===== src/rtl/prio_arb4_if.sv =====
// Request/grant bundle between requesters (master) and the 4-way arbiter (slave).
interface prio_arb4_if;
   logic [3:0] req;
   logic       rr_mode;
   logic [3:0] gnt;
   logic [1:0] gnt_id;
   logic       gnt_v;
   logic       expired;

   modport master (
      output req, rr_mode,
      input  gnt, gnt_id, gnt_v, expired
   );

   modport slave (
      input  req, rr_mode,
      output gnt, gnt_id, gnt_v, expired
   );
endinterface


===== src/rtl/prio_arb4.sv =====
// Four-requester arbiter: fixed or round-robin priority, registered one-hot grant,
// hold limit with an expiry pulse, and a mandatory idle gap between grants.
module prio_arb4 #(
   parameter int unsigned MAX_HOLD = 8
) (
   input logic         clk,
   input logic         rst_n,
   prio_arb4_if.slave  bus
);

   localparam logic [7:0] MaxHold = 8'(MAX_HOLD);

   typedef enum logic {IDLE, GRANT} state_t;

   state_t     state_q, state_d;
   logic [3:0] gnt_q, gnt_d;
   logic [1:0] gnt_id_q, gnt_id_d;
   logic       gnt_v_q, gnt_v_d;
   logic       expired_q, expired_d;
   logic [7:0] hold_q, hold_d;
   logic [1:0] last_id_q, last_id_d;

   logic [1:0] win_fp, win_rr, win, rr_start, rr_idx;
   logic       rr_found;

   // Fixed: last set bit in ascending scan is the highest index.
   always_comb begin
      win_fp = '0;
      for (int unsigned i = 0; i < 4; i++) begin
         if (bus.req[i]) win_fp = i[1:0];
      end
   end

   // Round-robin: scan downward from last_id-1 with wrap, so last owner is checked last.
   always_comb begin
      win_rr   = '0;
      rr_found = 1'b0;
      rr_idx   = '0;
      rr_start = last_id_q - 2'd1;
      for (int unsigned k = 0; k < 4; k++) begin
         rr_idx = rr_start - k[1:0];
         if (bus.req[rr_idx] && !rr_found) begin
            win_rr   = rr_idx;
            rr_found = 1'b1;
         end
      end
   end

   assign win = bus.rr_mode ? win_rr : win_fp;

   always_comb begin
      state_d   = state_q;
      gnt_d     = gnt_q;
      gnt_id_d  = gnt_id_q;
      gnt_v_d   = gnt_v_q;
      expired_d = 1'b0;
      hold_d    = hold_q;
      last_id_d = last_id_q;
      unique case (state_q)
         IDLE: begin
            gnt_d    = '0;
            gnt_id_d = '0;
            gnt_v_d  = 1'b0;
            if (bus.req != 4'b0000) begin
               state_d   = GRANT;
               gnt_d     = 4'b0001 << win;
               gnt_id_d  = win;
               gnt_v_d   = 1'b1;
               hold_d    = 8'd1;
               last_id_d = win;
            end
         end
         GRANT: begin
            // Voluntary release has priority over the hold limit.
            if (!bus.req[gnt_id_q]) begin
               state_d  = IDLE;
               gnt_d    = '0;
               gnt_id_d = '0;
               gnt_v_d  = 1'b0;
               hold_d   = '0;
            end else if (hold_q == MaxHold) begin
               state_d   = IDLE;
               gnt_d     = '0;
               gnt_id_d  = '0;
               gnt_v_d   = 1'b0;
               hold_d    = '0;
               expired_d = 1'b1;
            end else begin
               hold_d = hold_q + 8'd1;
            end
         end
         default: state_d = IDLE;
      endcase
   end

   always_ff @(posedge clk or negedge rst_n) begin
      if (!rst_n) begin
         state_q   <= IDLE;
         gnt_q     <= '0;
         gnt_id_q  <= '0;
         gnt_v_q   <= 1'b0;
         expired_q <= 1'b0;
         hold_q    <= '0;
         last_id_q <= '0;
      end else begin
         state_q   <= state_d;
         gnt_q     <= gnt_d;
         gnt_id_q  <= gnt_id_d;
         gnt_v_q   <= gnt_v_d;
         expired_q <= expired_d;
         hold_q    <= hold_d;
         last_id_q <= last_id_d;
      end
   end

   assign bus.gnt     = gnt_q;
   assign bus.gnt_id  = gnt_id_q;
   assign bus.gnt_v   = gnt_v_q;
   assign bus.expired = expired_q;

endmodule


===== src/flat_wrapper.sv =====
// flat-port wrapper written by rule: the top's interface ports become plain ports
module prio_arb4_flat 
#(
   parameter int unsigned MAX_HOLD = 8
)
  (clk, rst_n, bus_req, bus_rr_mode, bus_gnt, bus_gnt_id, bus_gnt_v, bus_expired);
  prio_arb4_if bus_i ();
  input logic clk;
  input logic rst_n;
  input wire logic [$bits(bus_i.req)-1:0] bus_req;
  input wire logic [$bits(bus_i.rr_mode)-1:0] bus_rr_mode;
  output wire logic [$bits(bus_i.gnt)-1:0] bus_gnt;
  output wire logic [$bits(bus_i.gnt_id)-1:0] bus_gnt_id;
  output wire logic [$bits(bus_i.gnt_v)-1:0] bus_gnt_v;
  output wire logic [$bits(bus_i.expired)-1:0] bus_expired;
  assign bus_i.req = bus_req;
  assign bus_i.rr_mode = bus_rr_mode;
  assign bus_gnt = bus_i.gnt;
  assign bus_gnt_id = bus_i.gnt_id;
  assign bus_gnt_v = bus_i.gnt_v;
  assign bus_expired = bus_i.expired;
  prio_arb4 #(.MAX_HOLD(MAX_HOLD)) u_core (.clk(clk), .rst_n(rst_n), .bus(bus_i));
endmodule

===== config.mk =====
export PLATFORM = sky130hd
export DESIGN_NAME = prio_arb4_flat
export DESIGN_NICKNAME = d
export VERILOG_FILES = /design/src/rtl/prio_arb4_if.sv /design/src/rtl/prio_arb4.sv /design/src/flat_wrapper.sv
export SDC_FILE = /design/constraint.sdc
export NUM_CORES = 1
export LEC_CHECK = 0
export CORE_MARGIN = 2
export CORE_UTILIZATION = 53
export CTS_CLUSTER_DIAMETER = 120
export CTS_CLUSTER_SIZE = 40
export DETAILED_ROUTE_END_ITERATION = 10
export PLACE_DENSITY_LB_ADDON = 0.15
export SYNTH_ARGS = -nofsm -noshare
export SYNTH_HDL_FRONTEND = slang
export SYNTH_SLANG_ARGS = --single-unit

===== constraint.sdc =====
create_clock -name clk -period 2.35 [get_ports clk]
set_input_delay 0.47 -clock clk [delete_from_list [all_inputs] [get_ports clk]]
set_output_delay 0.47 -clock clk [all_outputs]
set_load 0.02 [all_outputs]

==> out/results.ini <==
[worst_setup_path]
reg2reg_depth = 4
crit_path_max_incr_delay_ns = 0.50
critPathRequiredTime_ns = 2.53
slowest_stage = clkdlybuf4s50_1
startpoint = bus_req[2]
cp_num_cells = 5
path_max_fanout = 6
reg2reg_from = u_core.bus.gnt_id[1]
reg2reg_to = u_core.hold_q[6]
cp_top_family = compound AO/OA/AOI/OAI gates
worstPathArrival_ns = 2.18
endpoint = u_core.bus.gnt[1]
reg2reg_slack_ns = 0.55
start_kind = input pin
cp_cell_sequence = clkdlybuf4s50_1 -> or3b_4 -> a2111oi_4 -> a311oi_2 -> a32o_2
path_class = input pin to flop
end_kind = flop
cp_num_buf_inv = 1

[place]
gp_congestion = 0.796
portBuffers = 14
post-dp-hpwl_um = 1750

[global_routing]
grtUsageMet3_pct = 4.55
grt_max_degree = 20
grt_pass1_vias = 917
grt_antenna_before_repair = 0
met2_usage_pct = 39.6
grt_pass1_wl_um = 3810
use_met1_pct = 21.9
overflow = 0
grt_usage_pct = 20.0
busiest_layer = met2

[synthesis]
synth_ff_type = dfrtp_1
synthTopCellsByCount = dfrtp_1 (19), nand3_1 (9), a31oi_1 (6), nand2_1 (6), nor2_1 (6)
syn_nets = 116
ys_types = 41
synth_area_leaders = dfrtp_1 (43%), nand3_1 (4.1%), a31oi_1 (3.4%)
synth.most_common_cell = dfrtp_1
ys_seq_area_share_pct = 43.4
netlist_area_um2 = 1100
ys_ff_latch = 19
synth_top_cell_by_area = dfrtp_1
synthCells = 107
yosysTopAreaCellShare_pct = 43.4
syn_avg_cell_area_um2 = 10.2
yosysWarnings = 0
async_flop_share_pct = 100
synth_edf_count = 0

[power_and_ir_drop]
ir_drop_uv = 757
powerDensity_nw_per_um2 = 988
p_leak_nw = 0.573

[floorplan]
num_rows = 16
dieWidth_um = 49.5
io-pin-count = 15
dieHeight_um = 49.5
die_area_um2 = 2450
initial_core_util_pct = 55.9
core_um2 = 1960

[cts]
tritoncts = built
cts_buffer_depth = 2
cts_buffers = 3
ctsHtreeMaxLevel = 1
ctsHoldBuffers = 0
clkSinkCount = 19
cts_setup_buffers = 0
clkTransAtPathRegs_ns = 0.11
root_buffer = clkbuf_4
cts_resized = 0
clk_latency_ns = 0.29

[routing]
drt_iter0_drc = 6
drtAntennaViolNets = 0
drc = 0
vias = 909
post_drt_via_cell_ratio = 5.90
wl_per_cell_um = 14.6
wl_um = 2250
first_pass_iters = 4

[cells_and_area]
final_util_pct = 67.4
layout-drive-gt1-share_pct = 18.1
layout.nets = 137
area_delta_synth_final_pct = 20.7
antenna_cells = 0

[timing]
period_share_pct = 85.0
clock_skew_ns = 0.0127
fmax_mhz = 501
drv_slew = 0
setup_viol = 0
post-route-min-period_ns = 2.00
relSlewSlack_pct = 68.6
tns_ns = 0
worst_pin_slew_ns = 0.471
final_hold_viol_count = 0
rsz0062_at_grt = no

[hold_path]
hold_class = input pin to async pin

[run]
maxCapViolations = 0

[status]
status = finished clean

==> layout by cell type (no fill, tap or decap), types with 3 or more instances in the layout <==
cell type | synthesis | routed
dfrtp_1 | 19 | 19
clkdlybuf4s50_1 | 0 | 14
nand3_1 | 9 | 9
buf_4 | 0 | 8
nor2_1 | 6 | 6
nand2_1 | 6 | 6
a31oi_1 | 6 | 6
inv_1 | 5 | 5
and3_1 | 4 | 4
o21ai_0 | 3 | 3
clkbuf_4 | 0 | 3
==> area by class of cell <==
| cell class | instances | area (µm²) |
|---|---|---|
| multi-input cells | 77 | 568 |
| fillers | 173 | 639 |
| inverters | 5 | 18.8 |
| flip-flops and latches | 19 | 475 |
| repair buffers | 22 | 200 |
| clock buffers | 4 | 26.3 |
| well taps | 27 | 33.8 |
==> how the worst min path moves through the flow <==
stage,to
final,u_core.bus.expired
after global routing,u_core.hold_q[2]
after CTS,u_core.bus.gnt_v
after detailed placement,u_core.bus.gnt_v
after global placement,u_core.bus.gnt_v
after floorplan,u_core.bus.expired
==> metal layers <==
metal  up-vias  routed length [µm]
met1       452                 983
met5         -                   0
met2        12                1200
li1        445                   -
met4         0                   0
met3         0                  63
==> report_power, final <==
part / internal, mW / total (mW) / switching (mW)
Combinational: 0.294 / 0.612 / 0.318
Sequential: 0.424 / 0.534 / 0.109
Clock: 0.0660 / 0.162 / 0.0956
Total: 0.784 / 1.31 / 0.523
==> stage by stage <==
step | setup WS (ns) | power (mW) | cell area (µm²) | std cells | hold WS [ns]
2_1_floorplan | 0.497 | 0.932 | 1100 | 107 | 0.174
3_3_place_gp | 0.0869 | 1.13 | 1300 | 150 | 0.467
3_5_place_dp | 0.0471 | 1.15 | 1300 | 150 | 0.468
4_1_cts | 0.357 | 1.31 | 1320 | 154 | 0.491
5_1_grt | 0.303 | 1.39 | 1320 | 154 | 0.502
6_report | 0.354 | 1.31 | 1320 | 154 | 0.486
==> sequential cells by signal, indices dropped and copies added, names as in the netlist <==
signal              count
u_core.bus.gnt          4
u_core.bus.gnt_v        1
u_core.bus.expired      1
u_core.last_id_q        2
u_core.hold_q           8
u_core.bus.gnt_id       2
u_core.state_q          1
==> logic make-up after synthesis <==
kind of cell    share of synthesized area, %
compound gates                          24.1
flops                                   43.4
mux                                     5.25
simple gates                            20.2
fa+ha+maj                               2.28
buf+inv                                 4.79
No activity file was read; power rests on OpenSTA's default activity.
==> variant: new RTL, config.mk and constraints unchanged <==
`MAX_HOLD` is set to 8 in 2 places; all go to 6.
--- a/src/rtl/prio_arb4.sv
+++ b/src/rtl/prio_arb4.sv
@@ -2,5 +2,5 @@
 // hold limit with an expiry pulse, and a mandatory idle gap between grants.
 module prio_arb4 #(
-   parameter int unsigned MAX_HOLD = 8
+   parameter int unsigned MAX_HOLD = 6
 ) (
    input logic         clk,
--- a/src/flat_wrapper.sv
+++ b/src/flat_wrapper.sv
@@ -2,5 +2,5 @@
 module prio_arb4_flat 
 #(
-   parameter int unsigned MAX_HOLD = 8
+   parameter int unsigned MAX_HOLD = 6
 )
   (clk, rst_n, bus_req, bus_rr_mode, bus_gnt, bus_gnt_id, bus_gnt_v, bus_expired);
Function: changed (Yosys sat finds a counterexample within 10 cycles, from zero or initial values and one cycle with rst_n low).
==> variant against the original RTL <==
  * Wire length fell by 9.4%
  * Synthesized area down 8.2%
  * Final area decreased by 7.6%
  * Worst setup slack better by 0.081 ns
  * Non-clock buffer count shrank 2
  * Power fell by 1.9%
  * Critical path depth is 1 higher
  * Die area down 7.6%
  * Synthesized cell count is 0.93% lower
  * Sequential cell count unchanged
==> variant: results (changes against the original RTL) <==
Setup path
  – WP data arrival: 2.15 ns (-0.03 ns)
  – CP Max Fanout: 19 (+13)

Synth
  – Top post-synthesis cells by area: dfrtp_1, a22o_1, nand2_1
  – Asr flop ratio synth: 1.000 (unchanged)
  – Distinct cells, synth: 32 (-22%)
  – Syn_nets: 115 (-0.86%)
  – Commonest cells post-synth: dfrtp_1, nand2_1, nor2_1
  – Syn. warnings: 0 (unchanged)
  – Post-synthesis sequential area ratio: 0.4726 (+0.03885)

Finish
  – Layout cells sized above 1: 0.1102 (-0.07087)
  – Largest register by flop count: u_core.hold_q
  – Post-layout nets: 137 (unchanged)
  – Number of diodes: 0 (unchanged)

Clock network
  – CTS buffer count: 3 (unchanged)
  – Clock-pin slew of the registers on the worst-case setup and hold paths: 0.11 ns (about the same)
  – Root buffer cell: clkbuf_4
  – H-Tree Depth: 1 (unchanged)
  – Setup Fix Bufs, Post-CTS: 0 (unchanged)
  – Clk buf depth: 2 (unchanged)
  – Post_cts resized: 0 (unchanged)
  – Skew-Pair Late Insertion Delay: 0.29 ns (about the same)

Power and ir drop
  – Sw Share: 0.4043 (+0.004349)
  – Peak VDD IR: 0.0006901 V (-8.8%)
  – Pleak: 0.5755 nW (+0.48%)

Timing
  – Worst Tran Pin Value: 0.6501 ns (+0.1794 ns)
  – Clock skew: 0.002418 ns (-0.01028 ns)

Detailed routing
  – Aggregate routed wire length: 2.035 mm (-9.4%)
  – Iter 0 DRT Violations: 8 (+2)
  – Via count: 861 (-5.3%)
  – DR pass1 iterations: 4 (unchanged)

Place
  – Placer Congestion: 0.8105 (+1.8%)
  – Hpwl dp: 1.500 mm (-14%)
  – Pre-CTS setup slack: 0.1073 ns (+0.06016 ns)

Global route
  – Largest net degree at the start of global routing: 20 (unchanged)
  – Initial antenna violation count: 0 (unchanged)
  – GRT Total Usage: 0.2156 (+0.01549)
  – Vias in the first global route: 833 (-9.2%)
  – Global-route wire length before repair: 3.401 mm (-11%)

Run status
  – Run status: finished, final reports clean
## variant: critical path, cell delays in order
cell and delay [ns]:
clkdlybuf4s50_1 0.48, mux4_2 0.25, nand2_2 0.09, nor2b_2 0.55
a21o_1 0.20, a22o_1 0.11
## variant: final cells by class
type,instances,area [µm²]
well taps,25,31.28
fillers,146,541.8
clock inverters,1,5.005
clock buffers,3,22.52
inverters,6,22.52
repair buffers,20,185.2
flip-flops and latches,19,475.5
multi-input cells,78,480.5
## variant: cells by family (layout without fill, tap and decap cells)
logic type,count (synthesis),in the layout,share of synthesized area
adders and majority gates,2,2,0.02487
buffers and inverters,9,30,0.04974
AOI/OAI and AO/OA,34,34,0.2363
muxes,1,1,0.02239
and+or+nand+nor,41,41,0.1940
DFF,19,19,0.4726
## variant: metal layers
layer  vias up  track usage  wire [µm]
met5         -            0          0
met1       405       0.2571        842
met4         0      0.08649         10
li1        426            -          -
met3         2      0.02642        112
met2        28       0.3919       1069
## variant: metrics by stage
stage | instance area [µm²] | power (W) | hold slack (ns) | instances
floorplan | 1006 | 0.0009456 | 0.1744 | 106
global placement | 1195 | 0.001115 | 0.4750 | 148
detailed placement | 1195 | 0.001124 | 0.4655 | 148
CTS | 1222 | 0.001295 | 0.5029 | 152
global route | 1222 | 0.001382 | 0.5152 | 152
finish | 1222 | 0.001282 | 0.4989 | 152
## variant: path summary, 6_finish.rpt
path | from | to | slack (ns) | cells past startpoint
worst min register to register | u_core.bus.gnt_v | u_core.bus.gnt_v | 0.50 | 2
worst max-delay path | bus_req[2] | u_core.hold_q[3] | 0.43 | 6
worst min-delay path | rst_n | u_core.hold_q[6] | 0.50 | 2
max in group asynchronous | rst_n | u_core.bus.gnt[2] | 1.65 | 2
worst max register to register | u_core.hold_q[0] | u_core.hold_q[3] | 0.48 | 7
min in group clk | u_core.bus.gnt_v | u_core.bus.gnt_v | 0.50 | 2
## variant: power by group through the flow
stage | sequential (W) | combinational (W) | clock [W]
floorplan | 0.000576 | 0.000369 | 0
global placement | 0.000552 | 0.000562 | 0
detailed placement | 0.000555 | 0.000570 | 0
CTS | 0.000551 | 0.000575 | 0.000168
global route | 0.000565 | 0.000638 | 0.000179
finish | 0.000551 | 0.000568 | 0.000162
